$ cat config.mk
export PLATFORM = sky130hd
export DESIGN_NAME = mem_arbiter_flat
export DESIGN_NICKNAME = d
export VERILOG_FILES = /design/src/rtl/mem_arbiter_if.sv /design/src/rtl/mem_arbiter.sv /design/src/flat_wrapper.sv
export SDC_FILE = /design/constraint.sdc
export NUM_CORES = 1
export LEC_CHECK = 0
export ABC_AREA = 1
export ABC_CLOCK_PERIOD_IN_PS = 2000
export CAP_MARGIN = 20
export CORE_ASPECT_RATIO = 1.1
export CORE_MARGIN = 2
export CORE_UTILIZATION = 42
export DETAILED_ROUTE_END_ITERATION = 7
export PLACE_DENSITY = 0.79
export SKIP_CTS_REPAIR_TIMING = 1
export SLEW_MARGIN = 15
export SYNTH_ARGS = -nofsm -noshare
export SYNTH_HDL_FRONTEND = slang
export SYNTH_SLANG_ARGS = --single-unit
$ cat constraint.sdc
create_clock -name clk -period 2 [get_ports clk]
set_input_delay 0.4 -clock clk [delete_from_list [all_inputs] [get_ports clk]]
set_output_delay 0.4 -clock clk [all_outputs]
set_load 0.005 [all_outputs]
$ cat src/rtl/mem_arbiter_if.sv
// Bus bundle between the core's fetch/LSU ports, the arbiter and the single-port memory.
// Handshake: a requester raises *_req with stable fields and holds it until the matching
// one-cycle *_ack pulse; the memory samples mem_addr/mem_wen/mem_wdata at posedge and
// returns mem_rdata one cycle after the address is presented.
interface mem_arbiter_if #(
  parameter int WORD_LEN = 32
);
  logic                i_req;
  logic [WORD_LEN-1:0] i_addr;
  logic                i_ack;
  logic [WORD_LEN-1:0] i_rdata;
  logic                d_req;
  logic                d_wen;
  logic [WORD_LEN-1:0] d_addr;
  logic [WORD_LEN-1:0] d_wmask;
  logic [WORD_LEN-1:0] d_wdata;
  logic                d_ack;
  logic [WORD_LEN-1:0] d_rdata;
  logic [WORD_LEN-1:0] mem_addr;
  logic                mem_wen;
  logic [WORD_LEN-1:0] mem_wdata;
  logic [WORD_LEN-1:0] mem_rdata;

  modport slave (
    input  i_req, i_addr, d_req, d_wen, d_addr, d_wmask, d_wdata, mem_rdata,
    output i_ack, i_rdata, d_ack, d_rdata, mem_addr, mem_wen, mem_wdata
  );

  modport master (
    output i_req, i_addr, d_req, d_wen, d_addr, d_wmask, d_wdata, mem_rdata,
    input  i_ack, i_rdata, d_ack, d_rdata, mem_addr, mem_wen, mem_wdata
  );
endinterface

$ cat src/rtl/mem_arbiter.sv
// Fetch/data arbiter for one synchronous-read memory: data priority with a fetch
// starvation guard, and partial-mask stores turned into read-modify-write.
module mem_arbiter #(
  parameter int WORD_LEN     = 32,
  parameter int STARVE_LIMIT = 4
) (
  input  logic                                 clk,
  input  logic                                 rst_n,
  mem_arbiter_if.slave                         bus,
  output logic [2:0]                           dbg_state,
  output logic [$clog2(STARVE_LIMIT+1)-1:0]    dbg_starve
);
  localparam int SW = $clog2(STARVE_LIMIT + 1);
  localparam logic [SW-1:0]       LIMIT = SW'(STARVE_LIMIT);
  localparam logic [WORD_LEN-1:0] ONES  = '1;

  localparam logic [2:0] IDLE   = 3'd0;
  localparam logic [2:0] IRD    = 3'd1;
  localparam logic [2:0] DRD    = 3'd2;
  localparam logic [2:0] RMW_WR = 3'd3;
  localparam logic [2:0] WACK   = 3'd4;

  logic [2:0]          state, state_nx;
  logic [SW-1:0]       starve;
  logic [WORD_LEN-1:0] lat_addr, lat_wmask, lat_wdata, lat_rdata;
  logic                d_grant, i_grant, full_mask, zero_mask;
  logic [WORD_LEN-1:0] merged;

  assign dbg_state  = state;
  assign dbg_starve = starve;

  always_comb begin
    full_mask = (bus.d_wmask == ONES);
    zero_mask = (bus.d_wmask == '0);
    d_grant   = (state == IDLE) && bus.d_req && !(bus.i_req && (starve == LIMIT));
    i_grant   = (state == IDLE) && !d_grant && bus.i_req;
    merged    = (bus.mem_rdata & ~lat_wmask) | (lat_wdata & lat_wmask);
  end

  always_comb begin
    state_nx = state;
    case (state)
      IDLE: begin
        if (d_grant) begin
          if (!bus.d_wen)                 state_nx = DRD;
          else if (full_mask || zero_mask) state_nx = WACK;
          else                             state_nx = RMW_WR;
        end else if (i_grant) begin
          state_nx = IRD;
        end
      end
      RMW_WR:  state_nx = WACK;
      default: state_nx = IDLE;
    endcase
  end

  // Strobes and acks are gated by rst_n so nothing escapes while reset is held.
  always_comb begin
    bus.mem_addr = (state == IDLE) ? (d_grant ? bus.d_addr : bus.i_addr) : lat_addr;
    bus.mem_wen  = rst_n && ((d_grant && bus.d_wen && full_mask) || (state == RMW_WR));
    bus.mem_wdata = '0;
    if (bus.mem_wen) bus.mem_wdata = (state == RMW_WR) ? merged : bus.d_wdata;
    bus.i_ack   = rst_n && (state == IRD);
    bus.i_rdata = (state == IRD) ? bus.mem_rdata : '0;
    bus.d_ack   = rst_n && ((state == DRD) || (state == WACK));
    case (state)
      DRD, RMW_WR: bus.d_rdata = bus.mem_rdata;
      WACK:        bus.d_rdata = lat_rdata;
      default:     bus.d_rdata = '0;
    endcase
  end

  // lat_rdata holds the pre-store word so a partial store reports it with its ack;
  // full and empty-mask stores leave it at zero.
  always_ff @(posedge clk) begin
    if (!rst_n) begin
      state     <= IDLE;
      starve    <= '0;
      lat_addr  <= '0;
      lat_wmask <= '0;
      lat_wdata <= '0;
      lat_rdata <= '0;
    end else begin
      state <= state_nx;
      if (!bus.i_req || i_grant)           starve <= '0;
      else if (d_grant && starve != LIMIT) starve <= starve + 1'b1;
      if (d_grant) begin
        lat_addr  <= bus.d_addr;
        lat_wmask <= bus.d_wmask;
        lat_wdata <= bus.d_wdata;
        lat_rdata <= '0;
      end else if (i_grant) begin
        lat_addr  <= bus.i_addr;
        lat_wmask <= '0;
        lat_wdata <= '0;
        lat_rdata <= '0;
      end else if (state == RMW_WR) begin
        lat_rdata <= bus.mem_rdata;
      end
    end
  end
endmodule

$ cat src/flat_wrapper.sv
// flat-port wrapper written by rule: the top's interface ports become plain ports
module mem_arbiter_flat 
#(
  parameter int WORD_LEN     = 32,
  parameter int STARVE_LIMIT = 4
)
  (clk, rst_n, dbg_state, dbg_starve, bus_i_req, bus_i_addr, bus_d_req, bus_d_wen, bus_d_addr, bus_d_wmask, bus_d_wdata, bus_mem_rdata, bus_i_ack, bus_i_rdata, bus_d_ack, bus_d_rdata, bus_mem_addr, bus_mem_wen, bus_mem_wdata);
  mem_arbiter_if #(.WORD_LEN(WORD_LEN)) bus_i ();
  input  logic clk;
  input  logic rst_n;
  output logic [2:0] dbg_state;
  output logic [$clog2(STARVE_LIMIT+1)-1:0] dbg_starve;
  input wire logic [$bits(bus_i.i_req)-1:0] bus_i_req;
  input wire logic [$bits(bus_i.i_addr)-1:0] bus_i_addr;
  input wire logic [$bits(bus_i.d_req)-1:0] bus_d_req;
  input wire logic [$bits(bus_i.d_wen)-1:0] bus_d_wen;
  input wire logic [$bits(bus_i.d_addr)-1:0] bus_d_addr;
  input wire logic [$bits(bus_i.d_wmask)-1:0] bus_d_wmask;
  input wire logic [$bits(bus_i.d_wdata)-1:0] bus_d_wdata;
  input wire logic [$bits(bus_i.mem_rdata)-1:0] bus_mem_rdata;
  output wire logic [$bits(bus_i.i_ack)-1:0] bus_i_ack;
  output wire logic [$bits(bus_i.i_rdata)-1:0] bus_i_rdata;
  output wire logic [$bits(bus_i.d_ack)-1:0] bus_d_ack;
  output wire logic [$bits(bus_i.d_rdata)-1:0] bus_d_rdata;
  output wire logic [$bits(bus_i.mem_addr)-1:0] bus_mem_addr;
  output wire logic [$bits(bus_i.mem_wen)-1:0] bus_mem_wen;
  output wire logic [$bits(bus_i.mem_wdata)-1:0] bus_mem_wdata;
  assign bus_i.i_req = bus_i_req;
  assign bus_i.i_addr = bus_i_addr;
  assign bus_i.d_req = bus_d_req;
  assign bus_i.d_wen = bus_d_wen;
  assign bus_i.d_addr = bus_d_addr;
  assign bus_i.d_wmask = bus_d_wmask;
  assign bus_i.d_wdata = bus_d_wdata;
  assign bus_i.mem_rdata = bus_mem_rdata;
  assign bus_i_ack = bus_i.i_ack;
  assign bus_i_rdata = bus_i.i_rdata;
  assign bus_d_ack = bus_i.d_ack;
  assign bus_d_rdata = bus_i.d_rdata;
  assign bus_mem_addr = bus_i.mem_addr;
  assign bus_mem_wen = bus_i.mem_wen;
  assign bus_mem_wdata = bus_i.mem_wdata;
  mem_arbiter #(.WORD_LEN(WORD_LEN), .STARVE_LIMIT(STARVE_LIMIT)) u_core (.clk(clk), .rst_n(rst_n), .bus(bus_i), .dbg_state(dbg_state), .dbg_starve(dbg_starve));
endmodule
**Word level (Yosys, flattened, before mapping)**

Cells that the tools add are included.

- Register bits after elaboration: 134
- Input bits: 165

- Add/subtract/negate cells: 1
- Equality and inequality tests: 8
- Multiplexer cells: 16
- Bitwise logic cells: 5
- Reduce and logical (&&, ||, !) cells: 24

Operator list:

| cell | count |
|---|---|
| $mux 32 | 10 |
| $and 32x32->32 | 2 |
| $pmux 32 s2 | 1 |
| $eq 32x32->1 const B | 1 |
| $logic_not 32->1 | 1 |
| $not 32->32 | 1 |
| $or 32x32->32 | 1 |
| $mux 3 | 4 |
| $logic_and 1x1->1 | 11 |
| $eq 3x2->1 const B | 2 |
| $eq 3x3->1 const B | 2 |
| $pmux 3 s2 | 1 |
| $logic_or 1x1->1 | 4 |
| $reduce_or 2->1 | 2 |
| $add 3x1->3 const B | 1 |
| $eq 3x1->1 const B | 1 |
| $logic_not 1->1 | 3 |
| $logic_not 3->1 | 1 |
| $ne 3x1->1 const B | 1 |
| $ne 3x3->1 const B | 1 |
| $reduce_or 3->1 | 1 |
| $reduce_bool 2->1 | 1 |
| $not 1->1 | 1 |

**Longest topological paths before layout**

Gate-level depths: netlist of run 1.

- Depth after elaboration: 10
- Depth in mapped cells: 11
- Gate-level depth less buffers: 9

**Worst setup path before layout of run 1**

OpenSTA, ideal clock, no wires.

- Path type: flip-flop to output port
- Start: register u_core.starve[0], in the netlist u_core.dbg_starve[0]
- End: output port bus_mem_wdata[10]
- Arrival time: 1555 ps
- Path slack: 45 ps
- Cell stages (with the launch flop): 12
- Buffers on the path: 2
- Cell sequence: dfxtp_1 -> inv_1 -> ha_1 -> nand3_1 -> nand2_1 -> nor2_4 -> buf_4 -> nand2_1 -> o21ai_1 -> nand2_2 -> buf_6 -> nor2_2

- Longest elaborated chain between the ends: 9

RTL lines:

| what | line | RTL |
|---|---|---|
| start: declaration | mem_arbiter.sv:24 | `logic [SW-1:0] starve;` |
| start signal: assignment | mem_arbiter.sv:86 | `else if (d_grant && starve != LIMIT) starve <= starve + 1'b1;` |
| $eq 3x3->1 | mem_arbiter.sv:35 | `d_grant = (state == IDLE) && bus.d_req && !(bus.i_req && (starve == LIMIT));` |
| $logic_and 1x1->1 | mem_arbiter.sv:35 |  |
| $logic_not 1->1 | mem_arbiter.sv:35 |  |
| $logic_and 1x1->1 | mem_arbiter.sv:35 |  |
| $logic_and 1x1->1 (2 in a row) | mem_arbiter.sv:60 | `bus.mem_wen = rst_n && ((d_grant && bus.d_wen && full_mask) \|\| (state == RMW_WR));` |
| $logic_or 1x1->1 | mem_arbiter.sv:60 |  |
| $logic_and 1x1->1 | mem_arbiter.sv:60 |  |
| $mux 32 | mem_arbiter.sv:62 | `if (bus.mem_wen) bus.mem_wdata = (state == RMW_WR) ? merged : bus.d_wdata;` |
| end: declaration | flat_wrapper.sv:27 | `output wire logic [$bits(bus_i.mem_wdata)-1:0] bus_mem_wdata;` |

Every way passes these cells.

**Final worst setup path of run 1**

- Start: register u_core.starve[1], in the netlist u_core.dbg_starve[1]
- End: output port bus_mem_addr[21]

- Longest elaborated chain between the ends: 6

RTL lines:

| what | line | RTL |
|---|---|---|
| $eq 3x3->1 | mem_arbiter.sv:35 |  |
| $logic_and 1x1->1 | mem_arbiter.sv:35 |  |
| $logic_not 1->1 | mem_arbiter.sv:35 |  |
| $logic_and 1x1->1 | mem_arbiter.sv:35 |  |
| $mux 32 (2 in a row) | mem_arbiter.sv:59 | `bus.mem_addr = (state == IDLE) ? (d_grant ? bus.d_addr : bus.i_addr) : lat_addr;` |
| end: declaration | flat_wrapper.sv:25 | `output wire logic [$bits(bus_i.mem_addr)-1:0] bus_mem_addr;` |

Every way passes these cells.

==> results of run 1 <==
Yosys cell counts (2+ instances only):
master	n	share of area [%]
clkbuf_1	53	2.8
nand2_2	2	0.18
nand2_1	147	7.7
ha_1	2	0.35
nor2_4	2	0.32
buf_4	4	0.42
a211oi_1	33	3.5
inv_2	2	0.11
a21oi_1	5	0.35
o21ai_1	26	1.8
a22oi_1	8	0.84
inv_1	127	6.7
nor2_2	29	2.5
dfxtp_1	134	38
or2_2	32	2.8
o21ai_0	223	16
buf_1	6	0.32
buf_6	3	0.47
nand3_1	126	8.8
buf_2	12	0.84
nor2_1	99	5.2
critical path, cell delays in order (launching register included):
cell and delay (ns):
dfxtp_2 0.32, inv_2 0.08, ha_4 0.15, nand3_2 0.06, nand2_2 0.09, nor2_4 0.04
buf_6 0.12, buf_12 0.13, buf_6 0.12, buf_6 0.11, buf_6 0.11, or2_2 0.27
o21ai_2 0.07, o21ai_1 0.07, buf_2 0.15
final cells by class:
cell class	instances	area [µm²]	share of cell area, %
clock buffers	22	464	3.71
clock inverters	9	78.8	0.631
inverters	129	497	3.97
multi-input cells	741	4120	33.0
flip-flops and latches	134	2690	21.5
well taps	208	260	2.08
repair buffers	466	4390	35.1
registers in the layout, summed over array words and instances, names as in the netlist:
name and count:
u_core.lat_addr 32, u_core.dbg_state 3, u_core.lat_wdata 32, u_core.lat_wmask 32, u_core.dbg_starve 3, u_core.lat_rdata 32
final timing paths:
kind / slack (ns) / to / cells past startpoint / from
max: -0.72 / bus_mem_addr[21] / 14 / u_core.dbg_starve[1]$_SDFFE_PP0P_
min: 0.31 / u_core.lat_wmask[13]$_SDFFE_PN0P_ / 3 / bus_d_wmask[13]
max reg2reg: 0.07 / u_core.lat_addr[30]$_SDFFE_PN0P_ / 14 / u_core.dbg_starve[1]$_SDFFE_PP0P_
min reg2reg: 0.47 / u_core.lat_addr[25]$_SDFFE_PN0P_ / 2 / u_core.lat_addr[25]$_SDFFE_PN0P_
kinds of logic (layout without fill, tap and decap cells):
group / count (synthesis) / in the layout
compound gates: 297 / 297
xor+xnor: 1 / 1
fa+ha+maj: 2 / 2
buf+inv: 207 / 626
flops: 134 / 134
simple gates: 441 / 441
through the flow:
step / instance area [µm²] / util (%)
6_report: 12500 / 74.3
5_1_grt: 12500 / 74.3
4_1_cts: 11700 / 69.3
3_5_place_dp: 11100 / 66.1
3_3_place_gp: 11100 / 66.1
2_1_floorplan: 7150 / -
layer usage:
metal | up-vias | share of wire (%) | global-route usage, %
li1 | 4368 | - | -
met1 | 4081 | 38 | 30.4
met2 | 399 | 49 | 45.5
met3 | 60 | 8.6 | 8.99
met4 | 0 | 3.5 | 12.3
met5 | - | 0 | 0
power groups by stage:
stage / registers [W] / clock network [W] / logic, W
after floorplan: 0.00299 / 0 / 0.000813
after global placement: 0.00301 / 0 / 0.00198
after detailed placement: 0.00302 / 0 / 0.00199
after CTS: 0.00296 / 0.00294 / 0.00201
after global routing: 0.00299 / 0.00306 / 0.00253
final: 0.00297 / 0.00290 / 0.00235
==> results.json, run 1 <==
{
  "gp_congestion": 0.835,
  "p_sw_share_pct": 29.1,
  "relSlewSlack_pct": 63.3,
  "syn_to_final_growth_pct": 74.9,
  "min_path_type": "input pin to flip-flop",
  "dp_cells": 1632,
  "p_clk_share_pct": 35.3,
  "worst_clock_skew_ns": 0.00940,
  "grt_pass1_vias": 7951,
  "routed_wl_mm": 27.6,
  "finalSetupViolCount": 83,
  "clkLatencyLatePin_ns": 0.42,
  "h-tree-depth": 4,
  "status": "finished, violations left",
  "cts_tree": "built",
  "dieArea_um2": 18100,
  "initial_core_util_pct": 42.5,
  "portBuffers": 301,
  "p_per_area_nw_per_um2": 657,
  "min_period_ns": 2.72,
  "end_kind": "output pin",
  "worst_slack_ns": -0.724,
  "grt_first_pass_wirelength_mm": 38.5,
  "fin_crit_sh_pct": 136,
  "hold_slack_ns": 0.307,
  "dr.pass1.iters": 5,
  "num_io_pins": 302,
  "die_w_um": 128,
  "fmax_ghz": 0.367,
  "wl_per_cell_um": 16.1,
  "ys_types": 28,
  "dp_slack_ns": -0.958,
  "netlist_instances": 1082,
  "numCtsBuffers": 17,
  "critPathMaxFanout": 5,
  "synth_top_family_by_area": "simple AND/OR/NAND/NOR gates",
  "vias_per_cell": 5.21,
  "via_count": 8908,
  "ys_seq_area_share_pct": 37.5,
  "rsz0062_at_grt": "yes",
  "finalMaxSlewViolations": 0,
  "antennaDiodeCount": 0,
  "synthFlopType": "dfxtp_1",
  "required_ns": 1.60,
  "ys_ff_latch": 134,
  "synth.area.mux_share_pct": 0,
  "cts_buffer_depth": 2,
  "p_leak_nw": 6.16,
  "synth_xor_xnor_area_share_pct": 0.123,
  "cp.arrival_ns": 2.32,
  "drc": 0,
  "syn_area_um2": 7150,
  "dr.first_iter.drc_count": 548,
  "avgSynthCellArea_um2": 6.60,
  "p_total_w": 0.00822,
  "power_frac_comb_pct": 28.6,
  "intPower_w": 0.00582,
  "die_h_um": 141,
  "peakVddDrop_uv": 639,
  "synthAdderAreaFrac_pct": 0.350,
  "cp-start-kind": "flip-flop",
  "dp_hpwl_mm": 18.5,
  "drive_gt1_share_pct": 28.0,
  "path_clk_slew_ns": 0.06,
  "async_flop_share_pct": 0,
  "ant_nets": 0,
  "final-hold-violation-count": 0,
  "synthSimpleGateAreaFrac_pct": 28.0,
  "clock_sinks": 134,
  "nFillCells": 1274,
  "layout_common_cells": "clkdlybuf4s50_1, o21ai_0, nand2_1",
  "core_area_um2": 16800,
  "finalNonFillerCells": 1709,
  "layout_commonest_cell": "clkdlybuf4s50_1",
  "pwr-share-seq_pct": 36.1,
  "clock-root-buffer": "clkbuf_16",
  "num-nets-final": 1656,
  "max_cap_viol_count": 0,
  "antenna_found_initial": 0,
  "groute.usage.overall_pct": 26.8,
  "violations": "setup timing",
  "grt_max_degree": 66,
  "yosys_warnings": 0,
  "gr-total-overflow": 0,
  "switchingPower_w": 0.00239,
  "synth_fp_nets": 1249,
  "synth-edff-count": 0,
  "rows": 50,
  "fin_setup_tns_ns": -35.05,
  "crit_type": "flip-flop to output pin",
  "worst_pin_slew_ns": 0.550,
  "synth_compound_area_share_pct": 22.4
}
No activity file was read; power rests on OpenSTA's default activity.
==> run 2, diff against run 1 <==
--- a/config.mk
+++ b/config.mk
@@ -14,7 +14,7 @@
 export DETAILED_ROUTE_END_ITERATION = 7
 export PLACE_DENSITY = 0.79
 export SKIP_CTS_REPAIR_TIMING = 1
-export SLEW_MARGIN = 15
+export SLEW_MARGIN = 20
 export SYNTH_ARGS = -nofsm -noshare
 export SYNTH_HDL_FRONTEND = slang
 export SYNTH_SLANG_ARGS = --single-unit
==> results of run 2 <==
No change in the layout: final DEF, timing and power equal those of run 1.
==> run 3, diff against run 2 <==
--- a/config.mk
+++ b/config.mk
@@ -12,7 +12,9 @@
 export CORE_MARGIN = 2
 export CORE_UTILIZATION = 42
 export DETAILED_ROUTE_END_ITERATION = 7
+export HOLD_SLACK_MARGIN = 0.12
 export PLACE_DENSITY = 0.79
+export SETUP_SLACK_MARGIN = 0.1
 export SKIP_CTS_REPAIR_TIMING = 1
 export SLEW_MARGIN = 20
 export SYNTH_ARGS = -nofsm -noshare
==> results.json, run 3 (same netlist as run 1, synthesis figures left out) <==
{
  "layout_common_cells": "clkdlybuf4s50_1, o21ai_0, nand2_1",
  "syn_to_final_growth_pct": 78.9,
  "cp_num_buf_inv": 5,
  "finalNonFillerCells": 1738,
  "hold_path_depth": 3,
  "holdPathEnd": "u_core.lat_wmask[15]$_SDFFE_PN0P_",
  "ant_nets": 0,
  "num-nets-final": 1685,
  "worst_clock_skew_ns": 0.0101,
  "layout_commonest_cell": "clkdlybuf4s50_1",
  "path_cells": "clkdlybuf4s50_1 > nand2_1 > nor2_1 > nand2_2 > nor2_4 > nand2_2 > o21ai_2 > nand2_4 > buf_6 > clkbuf_16 > buf_6 > nor2_4 > clkbuf_2",
  "crit_type": "input pin to output pin",
  "worst_slack_ns": -0.680,
  "multiInputGateArea_um2": 4190,
  "p_per_area_nw_per_um2": 653,
  "p_leak_nw": 5.87,
  "r2r_slack_ns": 0.17,
  "placed_area_um2": 11200,
  "drc": 0,
  "drive_gt1_share_pct": 29.7,
  "fin_crit_sh_pct": 134,
  "clock_sinks": 134,
  "seqCellArea_um2": 2690,
  "clock-root-buffer": "clkbuf_16",
  "worst_pin_slew_ns": 0.497,
  "gp_congestion": 0.874,
  "die_h_um": 141,
  "groute.usage.overall_pct": 27.5,
  "gr-total-overflow": 0,
  "cp.arrival_ns": 2.28,
  "numCtsBuffers": 17,
  "peakVddDrop_uv": 650,
  "wl_per_cell_um": 16.9,
  "max_cap_viol_count": 0,
  "dieArea_um2": 18100,
  "core_area_um2": 16800,
  "routed_wl_mm": 29.4,
  "critPathLaunch": "bus_d_wmask[8]",
  "r2r_end": "u_core.lat_addr[30]$_SDFFE_PN0P_",
  "via_count": 9192,
  "dp_cells": 1642,
  "required_ns": 1.60,
  "cp_top_family": "buffers and inverters",
  "dp_slack_ns": -0.915,
  "max_stage_delay_ns": 0.49,
  "fin_area_um2": 12800,
  "finalSetupViolCount": 106,
  "dr.first_iter.drc_count": 719,
  "cpMaxStageDelayCell": "clkdlybuf4s50_1",
  "grt_max_degree": 66,
  "grt_first_pass_wirelength_mm": 39.6,
  "relSlewSlack_pct": 66.8,
  "rows": 50,
  "critPathMaxFanout": 7,
  "end_kind": "output pin",
  "portBuffers": 301,
  "nFillCells": 1206,
  "die_w_um": 128,
  "antenna_found_initial": 0,
  "initial_core_util_pct": 42.5,
  "reg2reg_depth": 13,
  "vias_per_cell": 5.29,
  "clkLatencyLatePin_ns": 0.41,
  "final_util_pct": 76.0,
  "cp-start-kind": "input pin",
  "finalMaxSlewViolations": 0,
  "min_period_ns": 2.68,
  "cts_buffer_depth": 2,
  "final-hold-violation-count": 0,
  "antennaDiodeCount": 0,
  "timing.rr.start": "u_core.dbg_starve[1]$_SDFFE_PP0P_",
  "grt_pass1_vias": 8138,
  "h-tree-depth": 4,
  "rsz0062_at_grt": "yes",
  "min_path_type": "input pin to flip-flop",
  "path_clk_slew_ns": 0.06,
  "cts_tree": "built",
  "dp_hpwl_mm": 18.8,
  "fmax_ghz": 0.373,
  "dr.pass1.iters": 5,
  "violations": "setup timing",
  "hp-start": "bus_d_wmask[15]",
  "num_io_pins": 302,
  "status": "finished, violations left"
}
## run 3: routing by layer
metal / wire [µm] / GRT usage, %
met3: 2530 / 6.94
met5: 0 / 0
met1: 11100 / 31.9
met4: 997 / 10.9
met2: 14800 / 48.3
## run 3: area by class of cell
type	count	share of cell area [%]
Clock buffer	22	3.55
Clock inverter	9	0.812
Inverter	129	3.87
Multi-Input combinational cell	742	32.8
Sequential cell	134	21.0
Tap cell	208	2.04
Timing Repair Buffer	494	35.9
## run 3: how the worst max path moves through the flow
stage	cells after the start	slack, ns	end
3_3_place_gp	11	-0.91	bus_mem_wdata[31]
4_1_cts	10	-1.09	bus_mem_addr[20]
5_1_grt	13	-0.77	bus_mem_addr[24]
3_5_place_dp	11	-0.92	bus_mem_wdata[12]
6_report	13	-0.68	bus_mem_wdata[24]
2_1_floorplan	11	0.10	bus_mem_wdata[10]
## run 3: tightest hold or removal path, stage by stage
cell	delay (ns)
dlymetal6s2s_1	0.10
inv_1	0.07
o21ai_0	0.14
## run 3: power breakdown
group          switching, W  internal [W]  leakage [nW]
sequential         0.000113       0.00286          1.10
combinational       0.00118       0.00121          4.50
clock               0.00114       0.00185         0.270
## run 3: per-stage QoR
stage / hold WS, ns / setup TNS, ns / total power (W)
2_1_floorplan: 0.453 / 0 / 0.00381
3_5_place_dp: 0.465 / -65.23 / 0.00504
5_1_grt: 0.333 / -58.76 / 0.00871
3_3_place_gp: 0.460 / -60.58 / 0.00502
6_report: 0.320 / -49.53 / 0.00835
4_1_cts: 0.465 / -92.75 / 0.00804
